[config.mk]
export PLATFORM = sky130hd
export DESIGN_NAME = fifo_rd_drain
export DESIGN_NICKNAME = d
export VERILOG_FILES = /design/src/rtl/fifo_rd_drain.sv
export SDC_FILE = /design/constraint.sdc
export NUM_CORES = 1
export LEC_CHECK = 0
export BUFFER_PORTS_ARGS = -buffer_cell sky130_fd_sc_hd__buf_2
export CELL_PAD_IN_SITES_DETAIL_PLACEMENT = 2
export CELL_PAD_IN_SITES_GLOBAL_PLACEMENT = 2
export CORE_MARGIN = 2
export CORE_UTILIZATION = 31
export DETAILED_ROUTE_END_ITERATION = 12
export GPL_TIMING_DRIVEN = 0
export MAX_ROUTING_LAYER = met4
export PLACE_DENSITY_LB_ADDON = 0.1
export RECOVER_POWER = 50
export SYNTH_ARGS = -nofsm -noshare
export SYNTH_HDL_FRONTEND = slang
export SYNTH_SLANG_ARGS = --single-unit
[constraint.sdc]
create_clock -name rdclk -period 1.8 [get_ports rdclk]
set_clock_uncertainty 0.15 [all_clocks]
set_input_delay 0.09 -clock rdclk [delete_from_list [all_inputs] [get_ports rdclk]]
set_output_delay 0.09 -clock rdclk [all_outputs]
set_load 0.02 [all_outputs]
[src/rtl/fifo_rd_drain.sv]
// Read-side drain for the async FIFO: pops into a 2-entry skid buffer and streams on valid/ready.
// Optional popped-word counter enabled by defining RD_CNT_EN (adds the rd_count port).
module fifo_rd_drain #(
  parameter int DATA_WIDTH = 8,
  parameter int CNT_WIDTH  = 16
) (
  input  logic                  rdclk,
  input  logic                  rd_rst,
  input  logic                  empty,
  input  logic [DATA_WIDTH-1:0] data_out,
  output logic                  pop,
  input  logic                  flush,
  output logic [DATA_WIDTH-1:0] m_data,
  output logic                  m_valid,
  input  logic                  m_ready
`ifdef RD_CNT_EN
  ,
  output logic [CNT_WIDTH-1:0]  rd_count
`endif
);

  typedef enum logic [1:0] {S_EMPTY, S_ONE, S_TWO} state_t;

  state_t                state_q, state_d;
  logic                  inflight_q, inflight_d;
  logic [DATA_WIDTH-1:0] head_q, head_d;
  logic [DATA_WIDTH-1:0] tail_q, tail_d;

  logic       deq, cap;
  logic [1:0] occ, occ_after;
  logic [2:0] proj;

  assign m_valid = (state_q != S_EMPTY);
  assign m_data  = head_q;

  always_comb begin
    deq        = m_valid && m_ready;
    cap        = inflight_q && !flush;
    occ        = {state_q == S_TWO, state_q == S_ONE};
    occ_after  = occ - {1'b0, deq};
    // Projected occupancy once the in-flight word lands; pop only if it leaves room.
    proj       = {1'b0, occ} + {2'b00, inflight_q} - {2'b00, deq};
    pop        = !empty && !flush && rd_rst && (proj < 3'd2);
    inflight_d = pop;
    head_d     = head_q;
    tail_d     = tail_q;
    state_d    = state_q;

    if (deq && state_q == S_TWO) head_d = tail_q;
    if (cap) begin
      if (occ_after == 2'd0) head_d = data_out;
      else                   tail_d = data_out;
    end

    unique case (state_q)
      S_EMPTY: if (cap) state_d = S_ONE;
      S_ONE: begin
        if (cap && !deq)      state_d = S_TWO;
        else if (!cap && deq) state_d = S_EMPTY;
      end
      S_TWO:   if (deq && !cap) state_d = S_ONE;
      default: state_d = S_EMPTY;
    endcase

    if (flush) state_d = S_EMPTY;
  end

  always_ff @(posedge rdclk or negedge rd_rst) begin
    if (!rd_rst) begin
      state_q    <= S_EMPTY;
      inflight_q <= 1'b0;
      head_q     <= '0;
      tail_q     <= '0;
    end else begin
      state_q    <= state_d;
      inflight_q <= inflight_d;
      head_q     <= head_d;
      tail_q     <= tail_d;
    end
  end

  // A full buffer never has a word landing without a dequeue to make room.
  always_ff @(posedge rdclk) begin
    if (rd_rst) assert (!(state_q == S_TWO && cap && !deq));
  end

`ifdef RD_CNT_EN
  logic [CNT_WIDTH-1:0] cnt_q, cnt_d;

  always_comb cnt_d = cnt_q + {{(CNT_WIDTH-1){1'b0}}, deq};

  always_ff @(posedge rdclk or negedge rd_rst) begin
    if (!rd_rst) cnt_q <= '0;
    else         cnt_q <= cnt_d;
  end

  assign rd_count = cnt_q;
`else
  if (CNT_WIDTH < 1) begin : g_cnt_width_unused
  end
`endif

endmodule

==> flow_summary_export.csv <==
group,metric,value,unit
power_and_ir_drop,peakVddDrop,0.3509,mV
power_and_ir_drop,leakage,0.0006306,uW
synthesis,avgSynthCellArea,13.31,um^2
grt,grt_max_degree,20,
grt,antenna_found_initial,0,
grt,grt_pass1_wl,3857,um
clock_network,cts_tree,"yes",
grt,grt_pass1_vias,759,
die,rows,20,
flow_run,cap_violations,0,
worst_setup_path,critPathMaxStageDelay,0.51,ns
outcome,status,"finished, violations left",
final_layout,area.growth.synth_to_final,39.16,%
outcome,violations,"negative setup slack",
final_layout,diodes,0,
synthesis,yosysSeqAreaShare,49.61,%
synthesis,synthAdderAreaFrac,4.700,%
final_layout,regArea,476.7,um^2
synthesis,syn-num-nets,88,
timing,drv_slew,0,
timing,finalSetupViolCount,4,
synthesis,synth_seq_cells,19,
timing,setup_ws,-0.5818,ns
worst_setup_path,crit_type,"reg2out",
worst_setup_path,cpLargestDelayFamily,"simple AND/OR/NAND/NOR gates",
final_layout,multiInputGateArea,503.0,um^2
synthesis,yosysWarnings,0,
routing,vias,700,
grt,grt_util_all_layers,15.61,%
worst_setup_path,cp.required,1.56,ns
timing,max_freq,0.4199,GHz
final_layout,fill_cells,320,
routing,drtAntennaViolNets,0,
synthesis,synth_xor_area_share,1.828,%
worst_setup_path,worst_setup_path_end_kind,"output pin",
synthesis,synth-compound-area-share,1.567,%
final_layout,nets,131,
die,die_area,0.003552,mm^2
clock_network,insertion_delay,0.28,ns
routing,drc,0,
synthesis,synthesis.area,958.4,um^2
worst_setup_path,cpMaxStageDelayCell,"fa_1",
clock_network,cts_made_buffers,3,
place,portBuffers,22,
die,start_util,31.92,%
synthesis,yosys.area_share.simple,10.70,%
routing,wl_per_cell,15.63,um
routing,dr.first_iter.drc_count,9,
timing,tns,-1.153,ns
worst_setup_path,crit_fanout,4,
clock_network,cts_root_buffer,"clkbuf_4",
worst_setup_path,cp_cell_sequence,"nor2b_4, nor2b_4, o21ai_2, fa_1, nand2_2, nor4_4, buf_4",
clock_network,clkTransAtPathRegs,0.10,ns
timing,worst_slew_pin_slew,0.8715,ns
clock_network,htreeDepth,1,
worst_setup_path,crit_arrival,2.14,ns
synthesis,synth_top_family_by_area,"multiplexers",
power_and_ir_drop,power_density,723.5,mW/mm^2
die,die_h,59.60,um
routing,drt-total-wl,2297,um
final_layout,drive_above_1_share,50.00,%
clock_network,cts_buffer_depth,2,
timing,hold_viol,0,
die,boundaryPins,23,
place,dp_hpwl,1546,um
clock_network,cts.sinks,19,
timing,post-route-period-util,132.3,%
worst_hold_path,worstHoldPathType,"in2reg",
die,die_w,59.60,um
timing,finalWorstPathRequiredPeriod,2.382,ns
synthesis,yosys-mux-area-fraction,29.24,%
timing,rsz0062_at_grt,"yes",
worst_setup_path,crit_path_frequent_cell,"nor2b_4",
timing,slew_headroom,41.71,%
grt,grt_overflow,0,
synthesis,synth_cell_types,24,
place,gp_congestion,0.6443,
synthesis,synthCells,72,
worst_setup_path,cp-start-kind,"flop",
routing,drt-vias-per-instance,4.762,
die,core,0.003003,mm^2
final_layout,final_core_util,44.42,%
routing,first_pass_iters,3,
worst_setup_path,critPathBufInv,1,
## cell usage in the layout (no fill, tap or decap)
master         Yosys  routed
a21oi_1            2       2
and2_1             1       1
and2b_1            1       1
buf_12             0       1
buf_2              0      13
buf_4              0       5
buf_6              1       1
clkbuf_1           0       8
clkbuf_4           0       3
clkinv_2           0       1
dfrtp_1           19      18
dfrtp_2            0       1
dlygate4sd3_1      0      11
fa_1               1       1
ha_1               2       2
inv_1              3       3
mux2_1             2       2
mux2_2            22      22
mux2i_1            1       1
nand2_1            2       1
nand2_2            1       2
nand2_4            1       1
nand2b_1           1       1
nor2_1             3       3
nor2_4             1       1
nor2b_4            0       2
nor4_4             0       1
nor4bb_2           0       1
o21ai_2            0       1
or2_2              1       1
xnor2_1            1       1
xor2_1             1       1
## cells by family (layout without fill, tap and decap cells)
kind of cell	after synthesis	in the layout
AOI/OAI and AO/OA	3	3
muxes	25	25
adders and majority gates	3	3
xor gates and xnor gates	2	2
DFF	19	19
buffers and inverters	4	46
and+or+nand+nor	16	16
## area by class of cell
type | instances | share of cell area (%)
Inverter | 3 | 0.8443
Clock buffer | 3 | 1.689
Clock inverter | 1 | 0.3752
Tap cell | 33 | 3.096
Timing Repair Buffer | 38 | 19.70
Buffer | 1 | 0.8443
Multi-Input combinational cell | 49 | 37.71
Sequential cell | 19 | 35.74
## through the flow
stage / cells / instance area [um^2] / total power [uW] / setup WS, ns / hold WS [ns]
after CTS: 146 / 1330 / 992.6 / -0.5575 / 0.03931
after detailed placement: 127 / 1135 / 759.5 / -0.3660 / -0.08046
after global placement: 127 / 1135 / 742.7 / -0.3324 / -0.08764
after floorplan: 72 / 983.4 / 665.2 / -0.1951 / -0.3556
after global routing: 147 / 1334 / 1039 / -0.6919 / 0.04465
final: 147 / 1334 / 965.0 / -0.5818 / 0.04890
## per-layer routing
layer  wire length (um)  track usage [%]  vias to the layer above
met3                 58            2.620                        2
met1                928            19.32                      356
met2               1292            25.59                       10
li1                   -                -                      332
met5                  0                -                        -
met4                 18            5.714                        0
## power by group
part           switching, uW  leakage [uW]  internal (uW)
logic                    127      0.000368            123
registers               28.9      0.000245            482
clock network            122     0.0000177           82.5
total                    278      0.000631            687
## sequential cells by signal (all words and copies together) (netlist names)
register / count
tail_q: 8
state_q: 2
m_data: 8
inflight_q: 1
## path summary, 6_finish.rpt
path / startpoint / to / slack (ns) / cells after the start
max in group asynchronous: rd_rst / state_q[1] / 0.58 / 2
hold / removal: rd_rst / inflight_q / 0.05 / 4
setup reg to reg: state_q[0] / inflight_q / -0.22 / 7
setup / recovery: state_q[0] / pop / -0.58 / 7
hold reg to reg: tail_q[7] / tail_q[7] / 0.37 / 1
min in group asynchronous: rd_rst / m_data[1] / 0.32 / 2
## what timing repair did
action	CTS	global route
pin swaps	1	0
hold buffers	11	0
setup buffers	4	1
endpoints found under the hold margin	38	0
gates resized for setup	5	1
setup endpoints to repair	11	6
## worst register-to-register path, cell delays in order, from the launching register on
cell and delay [ns]:
dfrtp_1 0.42, nor2b_4 0.19, nor2b_4 0.16, o21ai_2 0.06, fa_1 0.51, nand2_2 0.07
nor4_4 0.27, buf_4 0.15
## cell usage after synthesis, drive strengths merged
master / count / share of area (%)
nor2b: 2 / 1.3
and2b: 1 / 0.78
xnor2: 1 / 0.91
xor2: 1 / 0.91
nor4: 1 / 0.65
a21oi: 2 / 1.0
mux2: 24 / 28
nor2: 4 / 2.3
dfrtp: 19 / 50
nor4bb: 1 / 1.0
buf: 1 / 1.2
nand2: 4 / 2.6
nand2b: 1 / 0.65
fa: 1 / 2.1
mux2i: 1 / 1.0
and2: 1 / 0.65
ha: 2 / 2.6
or2: 1 / 0.65
o21ai: 1 / 0.52
inv: 3 / 1.2
Power figures use the tool's default switching activity.
